[config.mk]
export PLATFORM = sky130hd
export DESIGN_NAME = bird_datapath
export DESIGN_NICKNAME = d
export VERILOG_FILES = /design/src/rtl/bird_datapath.sv
export SDC_FILE = /design/constraint.sdc
export NUM_CORES = 1
export LEC_CHECK = 0
export BUFFER_PORTS_ARGS = -buffer_cell sky130_fd_sc_hd__buf_4
export CELL_PAD_IN_SITES_DETAIL_PLACEMENT = 0
export CELL_PAD_IN_SITES_GLOBAL_PLACEMENT = 1
export CORE_MARGIN = 5
export CORE_UTILIZATION = 34
export DETAILED_ROUTE_END_ITERATION = 10
export GPL_TIMING_DRIVEN = 0
export PLACE_DENSITY_LB_ADDON = 0.2
export SLEW_MARGIN = 20
export SYNTH_ARGS = -nofsm -noshare
export SYNTH_HDL_FRONTEND = slang
export SYNTH_SLANG_ARGS = --single-unit
[constraint.sdc]
create_clock -name clk -period 4.28 [get_ports clk]
set_input_delay 0.856 -clock clk [delete_from_list [all_inputs] [get_ports clk]]
set_output_delay 0.856 -clock clk [all_outputs]
set_load 0.005 [all_outputs]
[src/rtl/bird_datapath.sv]
// Bird datapath: executes one controller command per frame tick, erasing the sprite,
// moving bird_y, redrawing it through the VGA pixel port and reporting flag/touched.
module bird_datapath #(
   parameter int         X_POS       = 40,
   parameter int         BIRD_W      = 4,
   parameter int         BIRD_H      = 4,
   parameter int         Y_START     = 56,
   parameter int         Y_MIN       = 4,
   parameter int         Y_MAX       = 116,
   parameter int         RISE_STEP   = 2,
   parameter int         FALL_STEP   = 1,
   parameter logic [2:0] BIRD_COLOUR = 3'b110,
   parameter logic [2:0] BG_COLOUR   = 3'b000
) (
   input  logic       clk,
   input  logic       resetn,
   input  logic [2:0] state_in,
   input  logic       frame_tick,
   output logic [7:0] x_out,
   output logic [6:0] y_out,
   output logic [2:0] colour,
   output logic       plot,
   output logic       busy,
   output logic       done,
   output logic [6:0] bird_y,
   output logic       flag,
   output logic       touched
);

   localparam logic [2:0] CMD_START   = 3'b010;
   localparam logic [2:0] CMD_RAISING = 3'b110;
   localparam logic [2:0] CMD_FALLING = 3'b011;
   localparam logic [2:0] CMD_STOP    = 3'b001;

   typedef enum logic [2:0] {
      S_IDLE   = 3'd0,
      S_ERASE  = 3'd1,
      S_UPDATE = 3'd2,
      S_DRAW   = 3'd3,
      S_DONE   = 3'd4
   } state_t;

   state_t     state_r;
   state_t     state_s;
   logic [2:0] cmd_r;
   logic [7:0] cx_r;
   logic [6:0] cy_r;
   logic       cmd_ok_s;
   logic       accept_s;
   logic       scan_last_s;
   logic [7:0] y_sum_s;
   logic [6:0] y_new_s;

   // Only movement/reset commands start an update; DRAW and undefined codes are ignored.
   always_comb begin
      cmd_ok_s = 1'b0;
      case (state_in)
         CMD_START, CMD_RAISING, CMD_FALLING, CMD_STOP: cmd_ok_s = 1'b1;
         default:                                       cmd_ok_s = 1'b0;
      endcase
   end

   assign accept_s    = (state_r == S_IDLE) && frame_tick && cmd_ok_s;
   assign scan_last_s = (cx_r == 8'(BIRD_W - 1)) && (cy_r == 7'(BIRD_H - 1));

   // State register.
   always_ff @(posedge clk or negedge resetn) begin
      if (!resetn) begin
         state_r <= S_IDLE;
      end else begin
         state_r <= state_s;
      end
   end

   // Next-state logic.
   always_comb begin
      state_s = state_r;
      case (state_r)
         S_IDLE: begin
            if (accept_s) state_s = S_ERASE;
            else          state_s = S_IDLE;
         end
         S_ERASE: begin
            if (scan_last_s) state_s = S_UPDATE;
            else             state_s = S_ERASE;
         end
         S_UPDATE: state_s = S_DRAW;
         S_DRAW: begin
            if (scan_last_s) state_s = S_DONE;
            else             state_s = S_DRAW;
         end
         S_DONE:  state_s = S_IDLE;
         default: state_s = S_IDLE;
      endcase
   end

   // New bird row; the fall sum is widened to 8 bits so it cannot wrap before clamping.
   always_comb begin
      y_sum_s = {1'b0, bird_y} + 8'(FALL_STEP);
      y_new_s = bird_y;
      case (cmd_r)
         CMD_RAISING: begin
            if (bird_y >= 7'(RISE_STEP)) y_new_s = bird_y - 7'(RISE_STEP);
            else                         y_new_s = 7'd0;
         end
         CMD_FALLING: begin
            if (y_sum_s >= 8'(Y_MAX)) y_new_s = 7'(Y_MAX);
            else                      y_new_s = y_sum_s[6:0];
         end
         default: y_new_s = 7'(Y_START);
      endcase
   end

   // Command latch and sprite scan counters (cx fastest, then cy).
   always_ff @(posedge clk or negedge resetn) begin
      if (!resetn) begin
         cmd_r <= 3'b000;
         cx_r  <= 8'd0;
         cy_r  <= 7'd0;
      end else begin
         if (accept_s) cmd_r <= state_in;
         else          cmd_r <= cmd_r;
         if ((state_r == S_ERASE) || (state_r == S_DRAW)) begin
            if (cx_r == 8'(BIRD_W - 1)) begin
               cx_r <= 8'd0;
               if (scan_last_s) cy_r <= 7'd0;
               else             cy_r <= cy_r + 7'd1;
            end else begin
               cx_r <= cx_r + 8'd1;
               cy_r <= cy_r;
            end
         end else begin
            cx_r <= 8'd0;
            cy_r <= 7'd0;
         end
      end
   end

   // Registered pixel port and handshake outputs, one cycle behind the scan state.
   always_ff @(posedge clk or negedge resetn) begin
      if (!resetn) begin
         x_out  <= 8'd0;
         y_out  <= 7'd0;
         colour <= 3'b000;
         plot   <= 1'b0;
         busy   <= 1'b0;
         done   <= 1'b0;
      end else begin
         busy <= (state_r != S_IDLE);
         done <= (state_r == S_DONE);
         case (state_r)
            S_ERASE, S_DRAW: begin
               plot   <= 1'b1;
               x_out  <= 8'(X_POS) + cx_r;
               y_out  <= bird_y + cy_r;
               colour <= (state_r == S_DRAW) ? BIRD_COLOUR : BG_COLOUR;
            end
            default: begin
               plot   <= 1'b0;
               x_out  <= 8'd0;
               y_out  <= 7'd0;
               colour <= 3'b000;
            end
         endcase
      end
   end

   // Bird position and status; touched stays set until START/STOP.
   always_ff @(posedge clk or negedge resetn) begin
      if (!resetn) begin
         bird_y  <= 7'(Y_START);
         flag    <= 1'b0;
         touched <= 1'b0;
      end else if (state_r == S_UPDATE) begin
         bird_y <= y_new_s;
         flag   <= (y_new_s < 7'(Y_MIN));
         if ((cmd_r == CMD_START) || (cmd_r == CMD_STOP)) touched <= 1'b0;
         else if (y_new_s == 7'(Y_MAX))                    touched <= 1'b1;
         else                                              touched <= touched;
      end else begin
         bird_y  <= bird_y;
         flag    <= flag;
         touched <= touched;
      end
   end

endmodule

==> results of run 1 <==
-- power groups by stage --
stage	registers (mW)	clock network [mW]	logic [mW]
global placement	0.603	0	0.337
floorplan	0.592	0	0.208
finish	0.595	0.330	0.336
CTS	0.595	0.342	0.344
detailed placement	0.603	0	0.339
global route	0.608	0.358	0.383
-- sequential cells by signal, indices dropped and copies added, names as in the netlist --
name,flops
flag,1
x_out,8
done,1
cmd_r,3
plot,1
colour,1
cx_r,8
state_r,3
busy,1
touched,1
bird_y,7
cy_r,7
y_out,7
-- through the flow --
stage / hold WS [ns] / power (mW) / utilization
2_1_floorplan: 0.460 / 0.800 / -
3_3_place_gp: 0.493 / 0.939 / 0.403
3_5_place_dp: 0.502 / 0.942 / 0.403
4_1_cts: 0.523 / 1.28 / 0.417
5_1_grt: 0.546 / 1.35 / 0.417
6_report: 0.514 / 1.26 / 0.417
-- final cells by class --
cell class | instances | share of cell area
multi-input cells | 202 | 0.435
flip-flops and latches | 49 | 0.378
repair buffers | 34 | 0.0784
well taps | 102 | 0.0392
plain buffers | 12 | 0.0246
clock buffers | 6 | 0.0223
clock inverters | 2 | 0.0119
inverters | 9 | 0.0104
-- cells by family after synthesis --
kind of cell	after synthesis	share of synthesized area
flip-flops	49	0.446
buffers and inverters	21	0.0412
AO/OA/AOI/OAI	49	0.126
XOR/XNOR	28	0.0889
AND/OR/NAND/NOR	103	0.203
other	1	0.00136
multiplexers	7	0.0272
adder cells (fa/ha/maj)	14	0.0662
-- routing by layer --
layer | global-route usage | vias up
li1 | - | 1018
met1 | 0.198 | 975
met2 | 0.191 | 61
met3 | 0.0292 | 10
met4 | 0.0425 | 0
met5 | 0 | -
-- worst reg2reg max path, delay by kind of cell (launching register included) --
kind	cells	cell delay, ns
flip-flops	1	0.55
AND/OR/NAND/NOR	2	0.51
AO/OA/AOI/OAI	2	0.49
XOR/XNOR	1	0.39
adder cells (fa/ha/maj)	1	0.32
-- Yosys cell counts (all sizes together) (5+ instances only) --
cell type	instances	area, µm²
xnor2	14	123
nand3	6	35.0
and2	12	75.1
and3	5	31.3
nor3	5	30.0
dfrtp	46	1150
ha	13	163
o21ai	11	58.8
nand4	5	31.3
buf	7	55.1
nor2	34	130
a21oi	13	76.3
or3	5	36.3
xor2	14	123
inv	9	33.8
nand2	16	62.6
-- path summary, 6_finish.rpt --
| check | startpoint | cells after the start | to | slack [ns] |
|---|---|---|---|---|
| setup / recovery | bird_y[1]$_DFFE_PN0N_ | 6 | bird_y[1]$_DFFE_PN0N_ | 1.95 |
| hold / removal | touched$_DFFE_PN0P_ | 2 | touched$_DFFE_PN0P_ | 0.51 |
| setup reg to reg | bird_y[1]$_DFFE_PN0N_ | 6 | bird_y[1]$_DFFE_PN0N_ | 1.95 |
| hold reg to reg | touched$_DFFE_PN0P_ | 2 | touched$_DFFE_PN0P_ | 0.51 |
| max in group asynchronous | resetn | 1 | bird_y[1]$_DFFE_PN0N_ | 3.29 |
| min in group asynchronous | resetn | 1 | flag$_DFFE_PN0N_ | 0.57 |
==> impl_metrics.py, run 1 <==
metrics = {
    "floorplan": {
        "start_util": 0.354,
        "die-area_um2": 10000,
        "ios": 36,
        "die_x_um": 100,
        "rows": 32,
        "coreArea_um2": 7810,
        "die_h_um": 100,
    },
    "critical_path": {
        "crit_chain": "ha_1 -> xnor2_1 -> nor2_1 -> o21ai_2 -> or3b_1 -> a22oi_1",
        "crit_arrival_ns": 2.56,
        "crit_family": "flip-flops",
        "cpMaxStageDelayCell": "dfrtp_1",
        "max_stage_delay_ns": 0.55,
        "required_ns": 4.51,
        "end_kind": "flip-flop",
        "path_buf_inv": 0,
        "worstSetupPathType": "reg -> reg",
        "crit_fanout": 10,
        "startpoint_type": "flip-flop",
    },
    "power": {
        "internal-power_mw": 0.869,
        "ir_drop_v": 0.000206,
        "switching_share": 0.311,
        "power.density_nw_per_um2": 388,
        "pwr-share-clk": 0.262,
        "comb_power_share": 0.266,
        "power_frac_seq": 0.472,
        "p_switching_mw": 0.393,
        "leakage_nw": 1.55,
    },
    "sta": {
        "setup_viol": 0,
        "rsz0062_at_grt": "no",
        "skew_ns": 0.0109,
        "min_period_ns": 2.33,
        "fin_tns_setup_ns": 0,
        "timing.final.ws_setup_ns": 1.95,
        "timing.fmax_ghz": 0.429,
        "hold_viol_final": 0,
        "relSlewSlack": 0.580,
        "report.final.slew_viol_count": 0,
        "finalCritPeriodShare": 0.545,
        "tightestPinTransition_ns": 0.630,
    },
    "global_routing": {
        "antenna_found_initial": 0,
        "grt_pass1_vias": 2081,
        "grtUsageTotal": 0.133,
        "overflow": 0,
        "grt_max_degree": 50,
        "grt_pass1_wl_um": 10700,
    },
    "drt": {
        "dr_wl_met2_um": 2530,
        "routed_via_density": 4.96,
        "drc": 0,
        "vias": 2064,
        "wl_met3_um": 314,
        "drt-total-wl_um": 6100,
        "top_layer": "met4",
        "first_pass_iters": 4,
        "wl_met1_um": 3140,
        "wl_per_cell_um": 14.7,
        "drt_iter0_markers": 97,
        "drtAntennaViolNets": 0,
    },
    "cells_and_area": {
        "multi_input_area_um2": 1420,
        "final_cell_mix": "dfrtp_1, buf_4, nor2_1",
        "syn_to_final_growth_pct": 17.9,
        "regArea_um2": 1230,
        "final_layout_size_suffix_gt1_frac": 0.223,
        "final_cells": 416,
        "diodes": 0,
        "nNetsFinal": 333,
        "postLayoutCellArea_um2": 3250,
        "final_common_cell": "dfrtp_1",
        "n_fill_cell": 780,
    },
    "place": {
        "place_ws_ns": 2.00,
        "place_congestion": 0.883,
        "placed_cells": 408,
        "port_buffers": 34,
        "place_area_um2": 3140,
        "dp_hpwl_um": 4450,
    },
    "clock_tree": {
        "cts_tree": "built",
        "cts.path.max_buffers": 2,
        "htree_levels": 2,
        "clkSlewWorstSetupHoldPaths_ns": 0.09,
        "cts_setup_buffers": 0,
        "cts_resized": 0,
        "hold_buffers": 0,
        "cts.sinks": 49,
        "numCtsBuffers": 5,
        "cts_root_buffer": "clkbuf_8",
        "clk_latency_ns": 0.30,
    },
    "logic_synthesis": {
        "synth_area_per_cell_um2": 10.1,
        "syn_inst": 272,
        "synth_seq_cells": 49,
        "synth_edf_count": 0,
        "ys_seq_area_frac": 0.446,
        "synth_fp_nets": 292,
        "async_flop_share": 1.00,
        "synth.cell_area_um2": 2760,
        "synth-main-ff-cell": "dfrtp_1",
        "yosysWarnings": 0,
        "ys_types": 61,
    },
    "hold_path": {
        "hold_class": "reg -> reg",
    },
    "run_status": {
        "status": "finished, final reports clean",
    },
    "flow_run": {
        "cap_viol_max_count": 0,
    },
}
Power figures use the tool's default switching activity.
==> run 2: changes to the inputs <==
Settings changed: ABC_AREA from default to 1.
Clock period 4.28 ns to 2.2 ns, I/O delays scaled along.
==> impl_metrics.py, run 2 <==
metrics = {
    "global_routing": {
        "overflow": 0,
        "antenna_found_initial": 0,
        "grt_max_degree": 50,
        "grt_pass1_wl_um": 10800,
        "grt_pass1_vias": 2249,
        "grtUsageTotal": 0.136,
    },
    "logic_synthesis": {
        "synth_area_per_cell_um2": 8.03,
        "synth_top_area_cell": "dfrtp_1",
        "synth-main-ff-cell": "dfrtp_1",
        "ys_seq_area_frac": 0.458,
        "synth_top_cell_area_share": 0.429,
        "synth.most_common_cell": "nand2_1",
        "synth_edf_count": 0,
        "syn_inst": 334,
        "synth_seq_cells": 49,
        "synth_area_leaders": "dfrtp_1, nand2_1, inv_1",
        "ys_top_cells_by_count": "nand2_1, inv_1, dfrtp_1, nor2_1, o21ai_0",
        "async_flop_share": 1.00,
        "synth_fp_nets": 354,
        "yosysWarnings": 0,
        "synth.cell_area_um2": 2680,
        "ys_types": 33,
    },
    "power": {
        "comb_power_share": 0.322,
        "ir_drop_v": 0.000338,
        "power.density_nw_per_um2": 789,
        "pwr-share-clk": 0.210,
        "switching_share": 0.360,
        "power_frac_seq": 0.468,
        "internal-power_mw": 1.62,
        "leakage_nw": 1.65,
        "p_switching_mw": 0.909,
    },
    "drt": {
        "drtAntennaViolNets": 0,
        "drt-total-wl_um": 6290,
        "wl_per_cell_um": 13.0,
        "first_pass_iters": 4,
        "drt_iter0_markers": 72,
        "drc": 0,
        "routed_via_density": 4.59,
        "vias": 2222,
    },
    "floorplan": {
        "ios": 36,
        "die_h_um": 98.8,
        "coreArea_um2": 7690,
        "die-area_um2": 9770,
        "die_x_um": 98.8,
        "rows": 32,
        "start_util": 0.349,
    },
    "clock_tree": {
        "cts_tree": "built",
        "cts.sinks": 49,
        "cts_root_buffer": "clkbuf_8",
        "numCtsBuffers": 5,
        "clkSlewWorstSetupHoldPaths_ns": 0.09,
        "hold_buffers": 0,
        "htree_levels": 2,
        "cts.path.max_buffers": 2,
        "clk_latency_ns": 0.30,
    },
    "place": {
        "port_buffers": 34,
        "place_congestion": 0.819,
        "dp_hpwl_um": 4670,
    },
    "sta": {
        "setup_viol": 0,
        "hold_slack_ns": 0.142,
        "tightestPinTransition_ns": 0.662,
        "skew_ns": 0.00573,
        "relSlewSlack": 0.555,
        "timing.fmax_ghz": 0.484,
        "finalCritPeriodShare": 0.939,
        "rsz0062_at_grt": "no",
        "report.final.slew_viol_count": 0,
        "fin_tns_setup_ns": 0,
        "min_period_ns": 2.07,
        "hold_viol_final": 0,
    },
    "run_status": {
        "status": "finished, final reports clean",
    },
    "critical_path": {
        "end_kind": "flip-flop",
        "crit_arrival_ns": 2.26,
        "crit_fanout": 7,
        "worstSetupPathType": "reg -> reg",
        "required_ns": 2.39,
        "startpoint_type": "flip-flop",
        "rr_startpoint": "bird_y[0]$_DFFE_PN0N_",
        "crit_start": "bird_y[0]$_DFFE_PN0N_",
    },
    "cells_and_area": {
        "n_fill_cell": 826,
        "diodes": 0,
        "final_common_cell": "nand2_1",
        "syn_to_final_growth_pct": 19.4,
        "nNetsFinal": 401,
        "largest_registers": "cx_r: 8 flops, x_out: 8 flops",
        "final_layout_size_suffix_gt1_frac": 0.188,
        "final_cell_mix": "nand2_1, inv_1, dfrtp_1",
    },
    "flow_run": {
        "cap_viol_max_count": 0,
    },
    "hold_path": {
        "hold_class": "in -> async",
    },
}
[run 2: changes by cell type after synthesis, moves of 8 or more]
cell,change
nand3_1,+13
xnor2_1,-14
and2_1,-12
o21ai_0,+17
nor3_1,+8
nand2_1,+50
inv_1,+39
[run 2: cell families (layout without fill, tap and decap cells)]
| group | count (synthesis) | in the layout | synth area share |
|---|---|---|---|
| xor gates and xnor gates | 8 | 8 | 0.0289 |
| buffers and inverters | 56 | 104 | 0.0812 |
| adders and majority gates | 14 | 14 | 0.0681 |
| other | 1 | 1 | 0.00140 |
| DFF | 49 | 49 | 0.458 |
| AOI/OAI and AO/OA | 51 | 51 | 0.103 |
| and+or+nand+nor | 155 | 155 | 0.259 |
[run 2: layer usage]
metal / up-vias / GRT usage / wire length (µm)
met5: - / 0 / 0
met4: 0 / 0.0378 / 61
met3: 5 / 0.0290 / 216
met2: 35 / 0.220 / 2890
met1: 1016 / 0.185 / 3130
li1: 1166 / - / -
[run 2: layout make-up]
cell class	instances	area, µm²	area share
multi-input cells	229	1240	0.386
clock buffers	5	68.8	0.0215
flip-flops and latches	49	1230	0.385
well taps	102	128	0.0398
repair buffers	40	300	0.0938
plain buffers	6	30.0	0.00938
clock inverters	3	17.5	0.00547
inverters	50	188	0.0586
[run 2: through the flow]
stage | setup WS [ns] | total power [mW] | std cells | area [µm²] | util
2_1_floorplan | 0.301 | 1.69 | 334 | 2680 | -
3_3_place_gp | 0.0799 | 2.01 | 470 | 3070 | 0.399
3_5_place_dp | 0.0566 | 2.02 | 470 | 3070 | 0.399
4_1_cts | 0.0413 | 2.57 | 478 | 3150 | 0.410
5_1_grt | 0.0316 | 2.75 | 484 | 3200 | 0.417
6_report | 0.134 | 2.53 | 484 | 3200 | 0.417
[run 2: what timing repair did]
action,4_1_cts,5_1_grt
setup endpoints to repair,0,3
buffers inserted,0,6
resized for setup,0,4
endpoints found under the hold margin,0,0
[run 2: path summary, 6_finish.rpt]
| check | end | slack, ns | cells past startpoint |
|---|---|---|---|
| setup / recovery | y_out[6]$_DFF_PN0_ | 0.13 | 12 |
| hold / removal | x_out[2]$_DFF_PN0_ | 0.14 | 1 |
| setup reg to reg | y_out[6]$_DFF_PN0_ | 0.13 | 12 |
| hold reg to reg | done$_DFF_PN0_ | 0.43 | 1 |
| max in group asynchronous | bird_y[2]$_DFFE_PN0N_ | 1.59 | 1 |
| min in group clk | cmd_r[1]$_DFFE_PN0P_ | 0.35 | 3 |
[run 2: power groups by stage]
| stage | combinational, mW | sequential (mW) | clock (mW) |
|---|---|---|---|
| 6_report | 0.813 | 1.18 | 0.529 |
| 3_3_place_gp | 0.811 | 1.20 | 0 |
| 4_1_cts | 0.821 | 1.19 | 0.562 |
| 3_5_place_dp | 0.819 | 1.20 | 0 |
| 2_1_floorplan | 0.495 | 1.19 | 0 |
| 5_1_grt | 0.941 | 1.20 | 0.605 |
[run 2: worst max-delay path, cell delays in order, from the launching register on]
cell and delay (ns):
dfrtp_2 0.48, ha_1 0.25, fa_1 0.40, nand2_1 0.07, inv_1 0.05, o21ai_0 0.16, nand2_1 0.09, nand2_1 0.06
inv_1 0.05, nor2_1 0.09, o21bai_1 0.08, o21ai_0 0.14, a21oi_1 0.06
==> run 3: changes to the inputs <==
Settings changed: CORE_ASPECT_RATIO from default to 1.1.
Clock period 2.2 ns to 2.3 ns, I/O delays scaled along.
==> impl_metrics.py, run 3 (synthesis gave the netlist of run 2 again) <==
metrics = {
    "sta": {
        "relSlewSlack": 0.590,
        "fin_tns_setup_ns": 0,
        "hold_viol_final": 0,
        "min_period_ns": 2.03,
        "timing.fmax_ghz": 0.493,
        "rsz0062_at_grt": "no",
        "report.final.slew_viol_count": 0,
        "finalCritPeriodShare": 0.881,
        "skew_ns": 0.00756,
        "setup_viol": 0,
        "tightestPinTransition_ns": 0.611,
    },
    "global_routing": {
        "antenna_found_initial": 0,
        "overflow": 0,
        "grt_pass1_vias": 2247,
        "grt_max_degree": 50,
        "grt_pass1_wl_um": 10300,
        "grtUsageTotal": 0.136,
    },
    "cells_and_area": {
        "largest_registers": "cx_r: 8 flops, x_out: 8 flops",
        "utilization": 0.409,
        "final_cells": 485,
        "final_common_cell": "nand2_1",
        "nNetsFinal": 397,
        "diodes": 0,
        "final_layout_size_suffix_gt1_frac": 0.180,
        "n_fill_cell": 813,
        "syn_to_final_growth_pct": 18.7,
        "final_cell_mix": "nand2_1, inv_1, dfrtp_1",
    },
    "clock_tree": {
        "numCtsBuffers": 5,
        "hold_buffers": 0,
        "cts_tree": "built",
        "clkSlewWorstSetupHoldPaths_ns": 0.09,
        "cts.path.max_buffers": 2,
        "clk_latency_ns": 0.29,
        "cts.sinks": 49,
        "htree_levels": 2,
        "cts_root_buffer": "clkbuf_8",
    },
    "drt": {
        "vias": 2213,
        "wl_per_cell_um": 12.4,
        "drt_iter0_markers": 55,
        "drtAntennaViolNets": 0,
        "first_pass_iters": 4,
        "drt-total-wl_um": 6020,
        "routed_via_density": 4.56,
        "drc": 0,
    },
    "flow_run": {
        "cap_viol_max_count": 0,
    },
    "critical_path": {
        "r2r_setup_slack_ns": 0.27,
        "startpoint_type": "flip-flop",
        "endpoint": "y_out[6]$_DFF_PN0_",
        "required_ns": 2.47,
        "crit_start": "bird_y[0]$_DFFE_PN0N_",
        "end_kind": "flip-flop",
        "crit_fanout": 8,
        "r2r-end": "y_out[6]$_DFF_PN0_",
        "rr_startpoint": "bird_y[0]$_DFFE_PN0N_",
        "ff2ff_path_depth": 12,
        "crit_arrival_ns": 2.20,
        "worstSetupPathType": "reg -> reg",
    },
    "floorplan": {
        "coreArea_um2": 7780,
        "die_x_um": 94.7,
        "rows": 34,
        "die_h_um": 103,
        "start_util": 0.345,
        "die-area_um2": 9770,
        "ios": 36,
    },
    "place": {
        "dp_hpwl_um": 4620,
        "port_buffers": 34,
        "place_congestion": 0.819,
        "placed_cells": 476,
    },
    "power": {
        "ir_drop_v": 0.000458,
        "power.density_nw_per_um2": 753,
        "leakage_nw": 1.63,
    },
    "hold_path": {
        "hold_class": "in -> async",
    },
    "run_status": {
        "status": "finished, final reports clean",
    },
}
==> run 3: per-stage QoR <==
step,hold slack (ns),instance area (µm²),worst slack (ns),power (mW)
final,0.175,3180,0.273,2.40
after global routing,0.225,3180,0.000814,2.61
after CTS,0.202,3160,0.121,2.45
after detailed placement,0.423,3070,0.120,1.93
after global placement,0.422,3070,0.150,1.92
after floorplan,0.164,2680,0.401,1.61
==> run 3: worst min-delay path by stage <==
stage          slack [ns]  cells after the start                  from                     to
2_1_floorplan        0.16                      0                resetn  bird_y[0]$_DFFE_PN0N_
3_3_place_gp         0.42                      1  state_r[0]$_DFF_PN0_         done$_DFF_PN0_
3_5_place_dp         0.42                      1  state_r[0]$_DFF_PN0_         done$_DFF_PN0_
4_1_cts              0.20                      1                resetn     y_out[0]$_DFF_PN0_
5_1_grt              0.23                      1                resetn     y_out[0]$_DFF_PN0_
6_report             0.17                      1                resetn     y_out[0]$_DFF_PN0_
==> run 3: per-layer routing <==
metal  up-vias  wire (µm)  global-route usage
li1       1164          -                   -
met1      1006       2650               0.160
met2        32       3050               0.243
met3        11        192              0.0307
met4         0        130              0.0477
met5         -          0                   0
==> run 3: layout make-up <==
type	count	area [µm²]	share of cell area
Buffer	6	30.0	0.00943
Tap cell	108	135	0.0425
Timing Repair Buffer	36	270	0.0849
Sequential cell	49	1230	0.388
Inverter	50	188	0.0590
Clock buffer	7	86.3	0.0271
Multi-Input combinational cell	229	1240	0.390
==> run 3: timing repair <==
action / in CTS / in global routing
resized for setup: 0 / 7
endpoints found under the setup margin: 0 / 3
buffers inserted: 0 / 2
hold endpoints to repair: 0 / 0
==> run 3: critical path, stage by stage (launching register included) <==
cell,delay (ns)
dfrtp_2,0.48
ha_2,0.22
fa_1,0.39
nand2_1,0.07
inv_1,0.05
o21ai_0,0.14
nand2_1,0.08
nand2_1,0.06
inv_1,0.05
nor2_1,0.10
o21bai_1,0.09
o21ai_1,0.12
a21oi_1,0.06
==> run 3: power breakdown <==
part | switching [mW] | total [mW] | internal, mW
logic | 0.461 | 0.770 | 0.309
clock network | 0.262 | 0.501 | 0.239
registers | 0.0973 | 1.12 | 1.03
total | 0.821 | 2.40 | 1.58
